`config.mk`:
```
export PLATFORM = sky130hd
export DESIGN_NAME = cpu_boot_writer
export DESIGN_NICKNAME = d
export VERILOG_FILES = /design/src/rtl/boot_writer_pkg.sv /design/src/rtl/boot_word_packer.sv /design/src/rtl/cpu_boot_writer.sv
export SDC_FILE = /design/constraint.sdc
export NUM_CORES = 1
export LEC_CHECK = 0
export ABC_AREA = 1
export CAP_MARGIN = 20
export CORE_ASPECT_RATIO = 0.7
export CORE_UTILIZATION = 45
export DETAILED_ROUTE_END_ITERATION = 7
export DONT_BUFFER_PORTS = 1
export GPL_TIMING_DRIVEN = 0
export PLACE_DENSITY_LB_ADDON = 0.05
export SYNTH_ARGS = -nofsm -noshare
export SYNTH_HDL_FRONTEND = slang
export SYNTH_SLANG_ARGS = --single-unit
export TNS_END_PERCENT = 1
```
`constraint.sdc`:
```
create_clock -name clk_i -period 2.2 [get_ports clk_i]
set_input_delay 0.55 -clock clk_i [delete_from_list [all_inputs] [get_ports clk_i]]
set_output_delay 0.55 -clock clk_i [all_outputs]
set_load 0.05 [all_outputs]
```
`src/rtl/boot_writer_pkg.sv`:
```
// Shared types and constants for the boot image writer.
package boot_writer_pkg;

    typedef enum logic [2:0] {
        IDLE,
        LEN_LO,
        LEN_HI,
        DATA,
        CSUM,
        DONE,
        ERROR
    } boot_state_t;

    localparam logic [7:0] BOOT_MAGIC     = 8'hA5;
    localparam int         BYTES_PER_WORD = 4;

endpackage

```
`src/rtl/boot_word_packer.sv`:
```
// Packs accepted bytes into little-endian 32-bit words; word_valid_o pulses
// for one cycle after the fourth byte is taken.
module boot_word_packer
    import boot_writer_pkg::*;
(
    input  logic        clk_i,
    input  logic        rst_ni,
    input  logic        clear_i,
    input  logic        byte_valid_i,
    input  logic [7:0]  byte_i,
    output logic        word_last_o,
    output logic        word_valid_o,
    output logic [31:0] word_o
);

    logic [1:0]  idx_q;
    logic [23:0] low_q;

    assign word_last_o = byte_valid_i && (idx_q == 2'(BYTES_PER_WORD - 1));

    always_ff @(posedge clk_i or negedge rst_ni) begin
        if (!rst_ni) begin
            idx_q        <= '0;
            low_q        <= '0;
            word_valid_o <= 1'b0;
            word_o       <= '0;
        end else begin
            word_valid_o <= word_last_o;
            if (clear_i) begin
                idx_q <= '0;
            end else if (byte_valid_i) begin
                case (idx_q)
                    2'd0:    low_q[7:0]   <= byte_i;
                    2'd1:    low_q[15:8]  <= byte_i;
                    2'd2:    low_q[23:16] <= byte_i;
                    default: ;
                endcase
                // Index wraps naturally to 0 after the top byte.
                idx_q <= idx_q + 2'd1;
                if (word_last_o) begin
                    word_o <= {byte_i, low_q};
                end
            end
        end
    end

endmodule

```
`src/rtl/cpu_boot_writer.sv`:
```
// Framed byte-stream loader for the CPU boot memory; holds the CPU in reset
// while loading and after a failed load.
//
//  state  | meaning
//  IDLE   | waiting for MAGIC after reset, other bytes dropped
//  LEN_LO | expecting low byte of word count
//  LEN_HI | expecting high byte, word count checked here
//  DATA   | payload bytes packed and written word by word
//  CSUM   | expecting checksum byte
//  DONE   | good image loaded, CPU released
//  ERROR  | bad length or checksum, CPU kept in reset
module cpu_boot_writer
    import boot_writer_pkg::*;
#(
    parameter int         addr_width = 10,
    parameter int         data_width = 32,
    parameter logic [7:0] MAGIC      = BOOT_MAGIC
) (
    input  logic                  clk_i,
    input  logic                  rst_ni,
    input  logic [7:0]            rx_data_i,
    input  logic                  rx_valid_i,
    output logic                  rx_ready_o,
    output logic                  mem_we_o,
    output logic [addr_width-1:0] mem_addr_o,
    output logic [data_width-1:0] mem_data_o,
    output logic                  cpu_hold_o,
    output logic                  done_o,
    output logic                  error_o
);

    localparam logic [addr_width:0] CNT_ONE = 1;

    boot_state_t state_q, state_d;

    logic                  rx_ready_q;
    logic                  acc;
    logic                  is_magic;
    logic                  start;
    logic [7:0]            len_lo_q;
    logic [15:0]           len_full;
    logic                  len_bad;
    logic [addr_width:0]   len_q;
    logic [addr_width:0]   word_cnt_q;
    logic                  last_word;
    logic [7:0]            csum_q;
    logic [addr_width-1:0] addr_q;
    logic                  hold_q, hold_d;
    logic                  done_q, done_d;
    logic                  err_q, err_d;
    logic                  pk_valid;
    logic                  pk_last;
    logic                  pk_word_valid;
    logic [31:0]           pk_word;

    assign acc       = rx_valid_i && rx_ready_q;
    assign is_magic  = (rx_data_i == MAGIC);
    assign start     = acc && is_magic &&
                       (state_q == IDLE || state_q == DONE || state_q == ERROR);
    assign len_full  = {rx_data_i, len_lo_q};
    assign len_bad   = (len_full == 16'd0) || (32'(len_full) > (32'd1 << addr_width));
    assign last_word = ((word_cnt_q + CNT_ONE) == len_q);
    assign pk_valid  = acc && (state_q == DATA);

    boot_word_packer u_packer (
        .clk_i        (clk_i),
        .rst_ni       (rst_ni),
        .clear_i      (start),
        .byte_valid_i (pk_valid),
        .byte_i       (rx_data_i),
        .word_last_o  (pk_last),
        .word_valid_o (pk_word_valid),
        .word_o       (pk_word)
    );

    always_ff @(posedge clk_i or negedge rst_ni) begin
        if (!rst_ni) state_q <= IDLE;
        else         state_q <= state_d;
    end

    always_comb begin
        state_d = state_q;
        if (acc) begin
            case (state_q)
                IDLE, DONE, ERROR: if (is_magic) state_d = LEN_LO;
                LEN_LO:            state_d = LEN_HI;
                LEN_HI:            state_d = len_bad ? ERROR : DATA;
                DATA:              if (pk_last && last_word) state_d = CSUM;
                CSUM:              state_d = (rx_data_i == csum_q) ? DONE : ERROR;
                default:           state_d = IDLE;
            endcase
        end
    end

    always_comb begin
        hold_d = hold_q;
        done_d = done_q;
        err_d  = err_q;
        if (acc) begin
            case (state_q)
                IDLE, DONE, ERROR: begin
                    if (is_magic) begin
                        hold_d = 1'b1;
                        done_d = 1'b0;
                        err_d  = 1'b0;
                    end
                end
                LEN_HI: if (len_bad) err_d = 1'b1;
                CSUM: begin
                    if (rx_data_i == csum_q) begin
                        hold_d = 1'b0;
                        done_d = 1'b1;
                    end else begin
                        err_d = 1'b1;
                    end
                end
                default: ;
            endcase
        end
    end

    always_ff @(posedge clk_i or negedge rst_ni) begin
        if (!rst_ni) begin
            rx_ready_q <= 1'b0;
            hold_q     <= 1'b0;
            done_q     <= 1'b0;
            err_q      <= 1'b0;
            len_lo_q   <= '0;
            len_q      <= '0;
            word_cnt_q <= '0;
            csum_q     <= '0;
            addr_q     <= '0;
        end else begin
            rx_ready_q <= 1'b1;
            hold_q     <= hold_d;
            done_q     <= done_d;
            err_q      <= err_d;
            if (start) begin
                csum_q     <= '0;
                word_cnt_q <= '0;
            end
            if (acc && state_q == LEN_LO) len_lo_q <= rx_data_i;
            if (acc && state_q == LEN_HI) len_q <= len_full[addr_width:0];
            if (pk_valid) begin
                csum_q <= csum_q + rx_data_i;
                // Address is latched with the word so it lines up with the packer's pulse.
                if (pk_last) begin
                    addr_q     <= word_cnt_q[addr_width-1:0];
                    word_cnt_q <= word_cnt_q + CNT_ONE;
                end
            end
        end
    end

    assign rx_ready_o = rx_ready_q;
    assign mem_we_o   = pk_word_valid;
    assign mem_addr_o = addr_q;
    assign mem_data_o = pk_word;
    assign cpu_hold_o = hold_q;
    assign done_o     = done_q;
    assign error_o    = err_q;

endmodule

```
Word-level counts from Yosys, hierarchy flattened

Cells that the tools add are included.

Flip-flop bits (word level): 114
Output and inout port bits: 47

Add/sub/neg operators: 3
Order comparisons: 1
Eq/ne operators: 17
Muxes and demuxes: 21
Bitwise logic cells: 1
Reductions and logical operators: 26

Operators with widths:

| kind                    | count |
|---|---|
| $mux W11                | 3 |
| $gt A16 B11 Y1 const B  | 1 |
| $logic_not A16 Y1       | 1 |
| $mux W8                 | 2 |
| $pmux W3 S5             | 1 |
| $reduce_and A3 Y1       | 5 |
| $add A11 B1 Y11 const B | 1 |
| $eq A11 B11 Y1          | 1 |
| $eq A3 B3 Y1 const B    | 3 |
| $mux W3                 | 3 |
| $add A8 B8 Y8           | 1 |
| $eq A8 B8 Y1            | 1 |
| $eq A8 B8 Y1 const B    | 1 |
| $logic_and A1 B1 Y1     | 8 |
| $ne A2 B2 Y1 const B    | 4 |
| $eq A3 B2 Y1 const B    | 2 |
| $mux W1                 | 6 |
| $mux W2                 | 3 |
| $reduce_and A5 Y1       | 1 |
| $eq A2 B2 Y1 const B    | 2 |
| $pmux W1 S2             | 2 |
| $reduce_and A4 Y1       | 1 |
| $reduce_bool A2 Y1      | 2 |
| $eq A3 B1 Y1 const B    | 1 |
| other kinds (11)        | 13 |

Longest topological paths before layout

Gate-level depths: netlist of run 1.

Depth after elaboration: 7
Depth in mapped cells: 15
Mapped depth without buffers: 15

Cells and area by module

Synthesis of run 1 repeated with hierarchy kept, for this count alone.

Cell total of the unflattened synthesis: 670
Area, all modules: 5,526.6 µm²

Modules (own cells, without submodules):

| module           | times used | cells an instance | area each (µm²) | sequential area each (µm²) |
|---|---|---|---|---|
| cpu_boot_writer  | 1          | 400               | 3,019.1         | 1,376.3 |
| boot_word_packer | 1          | 270               | 2,507.4         | 1,476.4 |

Worst setup path after synthesis of run 1

No wires, ideal clock.

Path type: input -> register
Start point: in rx_data_i[0]
End point: reg csum_q[6]
Setup time: 127 ps
Data arrival time: 1,881 ps
Slack: 192 ps
Stages on the path: 10
Path buffers: 0
Cell sequence: ha_1 -> fa_1 -> nand2_1 -> inv_1 -> o21ai_0 -> a21oi_1 -> o21ai_0 -> nand3_1 -> nand2_1 -> o21ai_0

Cells in the longest elaborated chain, start to end: 4
Elaborated cells on any way between the ends: 6
Those cells by class: 1 x add/sub; 1 x eq/ne; 1 x mux; 3 x reduce/logical

RTL lines:

| item                                                                  | line                   | source |
|---|---|---|
| start, declared                                                       | cpu_boot_writer.sv:21  | `input logic [7:0] rx_data_i,` |
| parallel branches: the longest is 4 deep, another holds $add A8 B8 Y8 | -                      |  |
| end signal, assigned                                                  | cpu_boot_writer.sv:145 | `csum_q <= csum_q + rx_data_i;` |
| end, declared                                                         | cpu_boot_writer.sv:46  | `logic [7:0] csum_q;` |

Several ways; the timed one is not identified.
A chain may end at the register's enable or synchronous reset.

Worst setup path after layout of run 1

Start point: reg csum_q[1]
End point: reg hold_q (netlist: cpu_hold_o)

Cells in the longest elaborated chain, start to end: 3

RTL lines:

| item                               | line                   | source |
|---|---|---|
| $eq A8 B8 Y1                       | cpu_boot_writer.sv:110 | `if (rx_data_i == csum_q) begin` |
| $ne A2 B2 Y1 (no source line)      | -                      |  |
| $reduce_and A4 Y1 (no source line) | -                      |  |
| end signal, assigned               | cpu_boot_writer.sv:135 | `hold_q <= hold_d;` |
| end, declared                      | cpu_boot_writer.sv:48  | `logic hold_q, hold_d;` |

No other way between the ends.

==> results.sh, run 1 <==
export IMPL_ys_types=34
export IMPL_placedCellCount=784
export IMPL_vias=4278
export IMPL_period_share_pct=93.8
export IMPL_layout_cells_non_filler=817
export IMPL_drive_above_1_share_pct=8.89
export IMPL_critPathMaxStageDelay_ns=0.41
export IMPL_worstPathCellList="ha_1 > nor2_1 > nand3_1 > nor3_1 > nand3_1 > nand2_1 > nand2_1 > mux2_1"
export IMPL_track_usage_pct=23.1
export IMPL_hp_class="in -> async"
export IMPL_post_dp_hpwl_mm=9.06
export IMPL_worstPathRequired_ns=2.49
export IMPL_yosys_warnings=0
export IMPL_synth_xor_area_share_pct=0.333
export IMPL_synthAdderAreaFrac_pct=3.23
export IMPL_power_switching_w=0.00200
export IMPL_synth_cells=631
export IMPL_clk_pin_slew_ns=0.06
export IMPL_async_flop_share_pct=100
export IMPL_fp_row_count=32
export IMPL_grt_overflow_total=0
export IMPL_gp_congestion=0.852
export IMPL_p_int_w=0.00472
export IMPL_pwr_share_seq_pct=41.6
export IMPL_startpoint_type="register"
export IMPL_synth_compound_area_share_pct=10.4
export IMPL_yosysSeqAreaShare_pct=54.2
export IMPL_nets=676
export IMPL_combPwrFrac_pct=16.5
export IMPL_dpl_cell_area_sq_um=5450
export IMPL_r2r_end="cpu_hold_o"
export IMPL_finalInstanceArea_sq_um=6090
export IMPL_sw_frac_of_total_pct=29.8
export IMPL_timing_reg2reg_worst_path_depth=8
export IMPL_grt_pass1_wl_mm=21.3
export IMPL_dieWidth_microns=131
export IMPL_antenna_cells=0
export IMPL_wl_per_cell_microns=16.1
export IMPL_cts_root_buffer_cell="clkbuf_16"
export IMPL_slew_headroom_pct=62.1
export IMPL_hold_ws_ns=-0.165
export IMPL_cts_max_path_buffers=2
export IMPL_grt_pass1_vias=4104
export IMPL_failed_checks="negative hold slack"
export IMPL_slew_viol_final=0
export IMPL_dieArea_sq_um=12100
export IMPL_setup_viol=0
export IMPL_end_kind="register"
export IMPL_cp_max_fo=3
export IMPL_ir_drop_uv=608
export IMPL_clock_latency_ns=0.41
export IMPL_viasPerCell=5.24
export IMPL_ys_flop_type="dfrtp_1"
export IMPL_antenna_found_initial=0
export IMPL_drt_pass1_iterations=4
export IMPL_tightest_slew_ns=0.562
export IMPL_syn_cell_area_sq_um=5260
export IMPL_r2r_start="csum_q[1]"
export IMPL_grt_max_degree=115
export IMPL_floorplan_initialDensity_pct=46.9
export IMPL_rsz0062_at_grt="false"
export IMPL_ant_nets=0
export IMPL_leakagePower_nw=3.04
export IMPL_maxCapViolCount=0
export IMPL_drtIter0Drc=300
export IMPL_cts_tree="yes"
export IMPL_core_area_sq_um=11200
export IMPL_clkSinkCount=114
export IMPL_fin_worst_skew_ns=0.00794
export IMPL_hold_violations=114
export IMPL_cts_made_buffers=17
export IMPL_h_tree_depth=4
export IMPL_synthMuxAreaShare_pct=0.214
export IMPL_synthSimpleGateAreaFrac_pct=25.9
export IMPL_synth_top_family_by_area="simple AND/OR/NAND/NOR gates"
export IMPL_io_pins=58
export IMPL_finalWirelength_mm=13.1
export IMPL_area_growth_syn_to_layout_pct=15.7
export IMPL_powerDensity_nw_per_um2=1100
export IMPL_drcViolationCount=0
export IMPL_synth_nets=655
export IMPL_pwr_share_clk_pct=41.9
export IMPL_cp_slowest_cell="dfrtp_1"
export IMPL_die_h_microns=92.5
export IMPL_worstPathArrival_ns=2.35
export IMPL_synth_seq_cells=114
export IMPL_numPortBuffers=0
export IMPL_rrSetupSlack_ns=0.14
export IMPL_max_freq_mhz=484
export IMPL_period_needed_ns=2.06
export IMPL_critPathKind="reg -> reg"
export IMPL_avgSynthCellArea_sq_um=8.34
export IMPL_synth_edf_count=0
export IMPL_status="finished, violations left"
## worst max-delay path, delay by kind of cell (launching register included)
family                   cells  cell delay [ns]
AND/OR/NAND/NOR              6             0.89
flip-flops                   1             0.41
adder cells (fa/ha/maj)      1             0.33
multiplexers                 1             0.31
## cells by family (layout without fill, tap and decap cells)
group	count (synthesis)	after routing
AO/OA/AOI/OAI	102	102
XOR/XNOR	2	2
adder cells (fa/ha/maj)	13	13
buffers and inverters	78	111
flip-flops	114	114
multiplexers	1	1
other	1	1
AND/OR/NAND/NOR	320	320
## state kept, by name, summed over array words and instances, names as in the netlist
signal                 flops
u_packer.word_o           32
u_packer.low_q            24
len_q                     11
word_cnt_q                11
mem_addr_o                10
csum_q                     8
len_lo_q                   8
state_q                    3
u_packer.idx_q             2
cpu_hold_o                 1
done_o                     1
error_o                    1
rx_ready_o                 1
u_packer.word_valid_o      1
## power by group through the flow
stage	clock (W)	sequential, W	combinational [W]
global route	0.00297	0.00284	0.00129
finish	0.00281	0.00279	0.00111
CTS	0.00285	0.00279	0.00111
detailed placement	0	0.00282	0.00109
global placement	0	0.00281	0.00106
floorplan	0	0.00275	0.000887
## cell usage after synthesis (all sizes together) (2+ instances only)
cell type  instances  area, sq um
a21oi             10         53.8
a22o               2         17.5
buf                3         15.0
clkbuf            13         48.8
dfrtp            114         2850
ha                12          150
inv               61          229
nand2            230          888
nand3             48          245
nand3b             4         30.0
nand4              6         37.5
nor2              28          136
nor3               4         25.0
o21ai             81          405
o31ai              6         45.0
## per-stage QoR
step / TNS (ns) / utilization (%) / total power (W) / hold WS [ns] / setup slack [ns]
after detailed placement: -0.112 / 48.6 / 0.00392 / 0.258 / -0.0558
after global placement: -0.0156 / 48.6 / 0.00387 / 0.257 / -0.0156
after global routing: 0 / 54.3 / 0.00710 / -0.188 / 0.00286
after floorplan: 0 / - / 0.00364 / 0.254 / 0.192
final: 0 / 54.3 / 0.00672 / -0.165 / 0.136
after CTS: 0 / 54.1 / 0.00676 / -0.178 / 0.0850
## layout make-up
| cell class | count | area [sq um] |
|---|---|---|
| fill | 1049 | 5120 |
| sequential | 114 | 2860 |
| multi-input combinational | 439 | 2120 |
| clock buffer | 19 | 453 |
| inverter | 62 | 235 |
| tap | 153 | 191 |
| clock inverter | 12 | 158 |
| buffer | 16 | 63.8 |
| timing repair buffer | 2 | 15.0 |
## worst max-delay path by stage
stage	startpoint	end
2_1_floorplan	rx_data_i[0]	csum_q[6]
3_3_place_gp	rx_ready_o	csum_q[0]
3_5_place_dp	rx_ready_o	csum_q[0]
4_1_cts	csum_q[1]	cpu_hold_o
5_1_grt	word_cnt_q[0]	state_q[1]
6_report	csum_q[1]	cpu_hold_o
## routing by layer
metal  wire, microns  vias up  track usage (%)
met2            5580      131             33.6
met4             129        0             7.07
met1            6330     2051             32.2
li1                -     2086                -
met3            1100       10             8.10
met5               0        -                0
## timing repair
item	in CTS	in global routing
gates resized for setup	1	4
endpoints found under the setup margin	7	4
hold endpoints to repair	114	114
buffers inserted	0	2
## cells in the final DEF (no fill, tap or decap), types with 2 or more instances in the layout
master	n
a21oi_1	9
a22o_1	2
buf_2	3
buf_4	2
bufinv_16	3
clkbuf_1	13
clkbuf_16	17
clkbuf_8	2
clkinvlp_4	6
dfrtp_1	111
dfrtp_2	3
ha_1	11
inv_1	56
inv_2	4
nand2_1	224
nand2_2	4
nand2_4	2
nand3_1	47
nand3b_1	4
nand4_1	6
nor2_1	23
nor2_2	3
nor3_1	3
o21ai_0	79
o21ai_1	2
o31ai_1	6
Power figures use the tool's default switching activity.
==> run 2, diff against run 1 <==
--- a/config.mk
+++ b/config.mk
@@ -7,12 +7,13 @@
 export LEC_CHECK = 0
 export ABC_AREA = 1
 export CAP_MARGIN = 20
-export CORE_ASPECT_RATIO = 0.7
+export CORE_ASPECT_RATIO = 1.4
 export CORE_UTILIZATION = 45
 export DETAILED_ROUTE_END_ITERATION = 7
 export DONT_BUFFER_PORTS = 1
 export GPL_TIMING_DRIVEN = 0
 export PLACE_DENSITY_LB_ADDON = 0.05
+export REMOVE_ABC_BUFFERS = 1
 export SYNTH_ARGS = -nofsm -noshare
 export SYNTH_HDL_FRONTEND = slang
 export SYNTH_SLANG_ARGS = --single-unit
==> constraint.sdc (replaced) <==
create_clock -name clk_i -period 2.4 [get_ports clk_i]
set_input_delay 0.6 -clock clk_i [delete_from_list [all_inputs] [get_ports clk_i]]
set_output_delay 0.6 -clock clk_i [all_outputs]
set_load 0.05 [all_outputs]
==> run 2 against run 1 <==
Compared with the run above:
- the flow still finishes with violations (negative hold slack)
- register-to-register slack improved by 0.06 ns
- power fell by 8.1%
- sequential share of layout area rose by 0.57 points
- worst hold slack improved by 0.054 ns
- combinational power fell by 11%
- highest routed layer unchanged
==> results.sh, run 2 (same netlist as run 1, synthesis figures left out) <==
export IMPL_cts_root_buffer_cell="clkbuf_16"
export IMPL_worstPathCellList="nand2_2 > nor2_8 > nand2_8 > nor2_1 > nand2_1 > nor2_1 > nand3_1 > nand2_2 > nand2_1 > nand2_1 > nand2_1"
export IMPL_status="finished, violations left"
export IMPL_grt_pass1_vias=4145
export IMPL_numPortBuffers=0
export IMPL_dieArea_sq_um=12100
export IMPL_largest_register_ffs=32
export IMPL_slew_viol_final=0
export IMPL_grt_max_degree=115
export IMPL_cts_max_path_buffers=2
export IMPL_viasPerCell=5.11
export IMPL_ir_drop_uv=554
export IMPL_wl_per_cell_microns=15.1
export IMPL_regMostFlops="u_packer.word_o"
export IMPL_ant_nets=0
export IMPL_pre_cts_ws_ns=-0.301
export IMPL_cp_slowest_cell="dfrtp_2"
export IMPL_vias=4043
export IMPL_end_kind="register"
export IMPL_drcViolationCount=0
export IMPL_dpl_cell_area_sq_um=5380
export IMPL_maxCapViolCount=0
export IMPL_rsz0062_at_grt="false"
export IMPL_path_delay_family="simple AND/OR/NAND/NOR gates"
export IMPL_failed_checks="negative hold slack"
export IMPL_path_buf_inv=0
export IMPL_setup_viol=0
export IMPL_max_freq_mhz=454
export IMPL_hp_class="in -> async"
export IMPL_clk_pin_slew_ns=0.05
export IMPL_cts_made_buffers=17
export IMPL_post_dp_hpwl_mm=7.90
export IMPL_grt_pass1_wl_mm=19.9
export IMPL_finalWirelength_mm=12.0
export IMPL_critPathKind="reg -> reg"
export IMPL_drive_above_1_share_pct=7.88
export IMPL_totalNegativeSetupSlack_ns=0
export IMPL_grt_overflow_total=0
export IMPL_grt_util_met2_pct=36.9
export IMPL_cts_setup_buffers=0
export IMPL_crit_path_frequent_cell="nand2_1"
export IMPL_drt_pass1_iterations=5
export IMPL_period_share_pct=91.8
export IMPL_leakagePower_nw=3.01
export IMPL_tightest_slew_ns=0.624
export IMPL_slew_headroom_pct=58.3
export IMPL_antenna_cells=0
export IMPL_powerDensity_nw_per_um2=1030
export IMPL_startpoint_type="register"
export IMPL_gp_congestion=0.823
export IMPL_track_usage_pct=21.7
export IMPL_clkSinkCount=114
export IMPL_io_pins=58
export IMPL_h_tree_depth=4
export IMPL_fin_worst_skew_ns=0.00394
export IMPL_setup_slack_ns=0.196
export IMPL_use_met1_pct=25.4
export IMPL_critPathMaxStageDelay_ns=0.52
export IMPL_hold_ws_ns=-0.111
export IMPL_busiest_layer="met2"
export IMPL_cts_tree="yes"
export IMPL_reg_top3="u_packer.word_o x32, u_packer.low_q x24"
export IMPL_period_needed_ns=2.20
export IMPL_cp_max_fo=73
export IMPL_drtIter0Drc=236
export IMPL_clock_latency_ns=0.41
export IMPL_worstPathRequired_ns=2.69
export IMPL_layout_commonest_cell="nand2_1"
export IMPL_worstPathArrival_ns=2.50
export IMPL_layout_common_cells="nand2_1 (224), dfrtp_1 (113), o21ai_0 (79)"
export IMPL_die_h_microns=130
export IMPL_core_area_sq_um=11300
export IMPL_hold_violations=114
export IMPL_dieWidth_microns=93.4
export IMPL_antenna_found_initial=0
export IMPL_fp_row_count=46
export IMPL_area_growth_syn_to_layout_pct=14.2
export IMPL_nets=658
export IMPL_finalInstanceArea_sq_um=6010
export IMPL_floorplan_initialDensity_pct=46.4
export IMPL_grt_use_met3_pct=5.42
[run 2: where the power goes]
| part | internal (W) | leakage, nW | total (W) | switching [W] |
|---|---|---|---|---|
| combinational | 0.000384 | 1.19 | 0.000989 | 0.000605 |
| clock | 0.00173 | 0.296 | 0.00263 | 0.000898 |
| sequential | 0.00225 | 1.52 | 0.00256 | 0.000303 |
| total | 0.00437 | 3.01 | 0.00617 | 0.00181 |
[run 2: path summary, 6_finish.rpt]
check	cells after the start	slack, ns	start	end
setup reg to reg	11	0.20	rx_ready_o	state_q[1]
hold / removal	0	-0.11	rst_ni	u_packer.word_valid_o
setup / recovery	11	0.20	rx_ready_o	state_q[1]
min in group clk_i	2	0.47	rx_data_i[3]	u_packer.word_o[27]
max in group asynchronous	0	2.29	rst_ni	rx_ready_o
hold reg to reg	2	0.47	u_packer.low_q[4]	u_packer.word_o[4]
[run 2: layout make-up]
type                    count  area [sq um]
inverters                  62           235
clock inverters            14           189
flip-flops and latches    114          2850
multi-input cells         439          2120
clock buffers              18           429
fillers                  1055          5330
well taps                 144           180
[run 2: timing repair]
| item | 4_1_cts | 5_1_grt |
|---|---|---|
| resized for setup | 2 | 1 |
| pin swaps | 0 | 1 |
| endpoints found under the hold margin | 114 | 114 |
| setup endpoints to repair | 34 | 3 |
[run 2: through the flow]
step	power (W)	std cells	utilization [%]	hold WS, ns
finish	0.00617	791	53.0	-0.111
global route	0.00655	791	53.0	-0.132
CTS	0.00622	791	53.0	-0.127
detailed placement	0.00357	759	47.4	0.307
global placement	0.00352	759	47.4	0.307
floorplan	0.00333	615	-	0.304
[run 2: layer usage]
layer,share of wire [%],vias up
met2,50,80
met1,42,1899
met3,4.4,18
met5,0,-
met4,2.9,0
li1,-,2046
==> run 3, diff against run 2 <==
--- a/config.mk
+++ b/config.mk
@@ -6,13 +6,14 @@
 export NUM_CORES = 1
 export LEC_CHECK = 0
 export ABC_AREA = 1
+export ABC_CLOCK_PERIOD_IN_PS = 2400
 export CAP_MARGIN = 20
 export CORE_ASPECT_RATIO = 1.4
 export CORE_UTILIZATION = 45
 export DETAILED_ROUTE_END_ITERATION = 7
 export DONT_BUFFER_PORTS = 1
 export GPL_TIMING_DRIVEN = 0
-export PLACE_DENSITY_LB_ADDON = 0.05
+export PLACE_DENSITY = 0.68
 export REMOVE_ABC_BUFFERS = 1
 export SYNTH_ARGS = -nofsm -noshare
 export SYNTH_HDL_FRONTEND = slang
==> run 3 against run 2 <==
Compared with the run above:
- the run still ends with negative hold slack left
- clock skew is 0.0022 ns higher
- clock power is 10% lower
- worst hold slack hardly changed
- power is 4.1% lower
- register-to-register slack better by 0.10 ns
==> results.sh, run 3 (same netlist as run 1, synthesis figures left out) <==
export IMPL_period_needed_ns=2.10
export IMPL_core_area_sq_um=11300
export IMPL_maxCapViolCount=0
export IMPL_io_pins=58
export IMPL_cts_max_path_buffers=2
export IMPL_cp_max_fo=37
export IMPL_r2r_start="rx_ready_o"
export IMPL_drtIter0Drc=361
export IMPL_fin_worst_skew_ns=0.00616
export IMPL_cts_tree="yes"
export IMPL_floorplan_initialDensity_pct=46.4
export IMPL_vias=4199
export IMPL_grt_pass1_wl_mm=19.7
export IMPL_failed_checks="negative hold slack"
export IMPL_finalWirelength_mm=11.8
export IMPL_hp_class="in -> async"
export IMPL_finalInstanceArea_sq_um=5960
export IMPL_rrSetupSlack_ns=0.30
export IMPL_powerDensity_nw_per_um2=993
export IMPL_grt_max_degree=115
export IMPL_tightest_slew_ns=0.617
export IMPL_gp_congestion=0.836
export IMPL_reg_top3="u_packer.word_o x32, u_packer.low_q x24"
export IMPL_drive_above_1_share_pct=7.42
export IMPL_max_freq_mhz=476
export IMPL_dieArea_sq_um=12100
export IMPL_clkSinkCount=114
export IMPL_viasPerCell=5.31
export IMPL_nets=659
export IMPL_critPathLaunch="rx_ready_o"
export IMPL_dieWidth_microns=93.4
export IMPL_critPathKind="reg -> reg"
export IMPL_numPortBuffers=0
export IMPL_layout_common_cells="nand2_1 (224), dfrtp_1 (113), o21ai_0 (79)"
export IMPL_ant_nets=0
export IMPL_cts_setup_buffers=0
export IMPL_status="finished, violations left"
export IMPL_end_kind="register"
export IMPL_cts_root_buffer_cell="clkbuf_16"
export IMPL_worstPathRequired_ns=2.69
export IMPL_period_share_pct=87.6
export IMPL_clock_latency_ns=0.41
export IMPL_worstPathArrival_ns=2.40
export IMPL_layout_cells_non_filler=791
export IMPL_setup_viol=0
export IMPL_dpl_cell_area_sq_um=5380
export IMPL_layout_commonest_cell="nand2_1"
export IMPL_die_h_microns=130
export IMPL_leakagePower_nw=3.01
export IMPL_h_tree_depth=4
export IMPL_largest_register_ffs=32
export IMPL_area_growth_syn_to_layout_pct=13.3
export IMPL_grt_overflow_total=0
export IMPL_drt_pass1_iterations=5
export IMPL_rsz0062_at_grt="false"
export IMPL_wl_per_cell_microns=15.0
export IMPL_regMostFlops="u_packer.word_o"
export IMPL_hold_ws_ns=-0.111
export IMPL_startpoint_type="register"
export IMPL_drcViolationCount=0
export IMPL_track_usage_pct=21.1
export IMPL_ir_drop_uv=614
export IMPL_grt_pass1_vias=4112
export IMPL_fp_row_count=46
export IMPL_cts_made_buffers=17
export IMPL_antenna_cells=0
export IMPL_post_dp_hpwl_mm=7.60
export IMPL_antenna_found_initial=0
export IMPL_placedCellCount=759
export IMPL_slew_headroom_pct=58.8
export IMPL_hold_violations=114
export IMPL_slew_viol_final=0
export IMPL_clk_pin_slew_ns=0.05
run 3: cell type report:
cell class	instances	area, sq um
fill	1004	5380
sequential	114	2850
multi-input combinational	440	2130
clock buffer	26	509
inverter	62	235
tap	144	180
clock inverter	5	50.0
run 3: worst paths after layout:
path | to | cells after the start
max reg2reg | state_q[1] | 11
min | u_packer.word_valid_o | 0
max | state_q[1] | 11
min in group clk_i | u_packer.word_o[8] | 2
min reg2reg | u_packer.word_o[8] | 2
max in group asynchronous | u_packer.low_q[4] | 0
run 3: repair_timing:
action                     CTS  global route
gates cloned                 0             1
setup endpoints to repair   34             3
resized for setup            2             1
hold endpoints to repair   114           114
pin swaps                    0             1
run 3: report_power, final:
| group | internal (W) | switching (W) | total [W] |
|---|---|---|---|
| Clock | 0.00155 | 0.000816 | 0.00236 |
| Sequential | 0.00225 | 0.000306 | 0.00256 |
| Combinational | 0.000384 | 0.000616 | 0.00100 |
run 3: per-stage QoR:
step,setup TNS (ns),util [%],total power (W),setup slack [ns]
after floorplan,0,-,0.00333,0.342
after global placement,-4.09,47.4,0.00349,-0.185
after detailed placement,-4.17,47.4,0.00356,-0.220
after CTS,0,52.5,0.00594,0.0344
after global routing,0,52.6,0.00629,0.0669
final,0,52.6,0.00592,0.298
run 3: per-layer routing:
layer	GRT usage (%)	share of wire, %
met1	25.3	42
met5	0	0
met4	9.68	2.7
met2	35.0	50
met3	6.18	5.1
run 3: critical path, stage by stage (launching register included):
cell	delay, ns
dfrtp_2	0.52
nand2_2	0.16
nor2_8	0.30
nand2_8	0.20
nor2_1	0.16
nand2_1	0.07
nor2_1	0.10
nand3_1	0.13
nand2_2	0.12
nand2_1	0.07
nand2_1	0.06
nand2_1	0.06
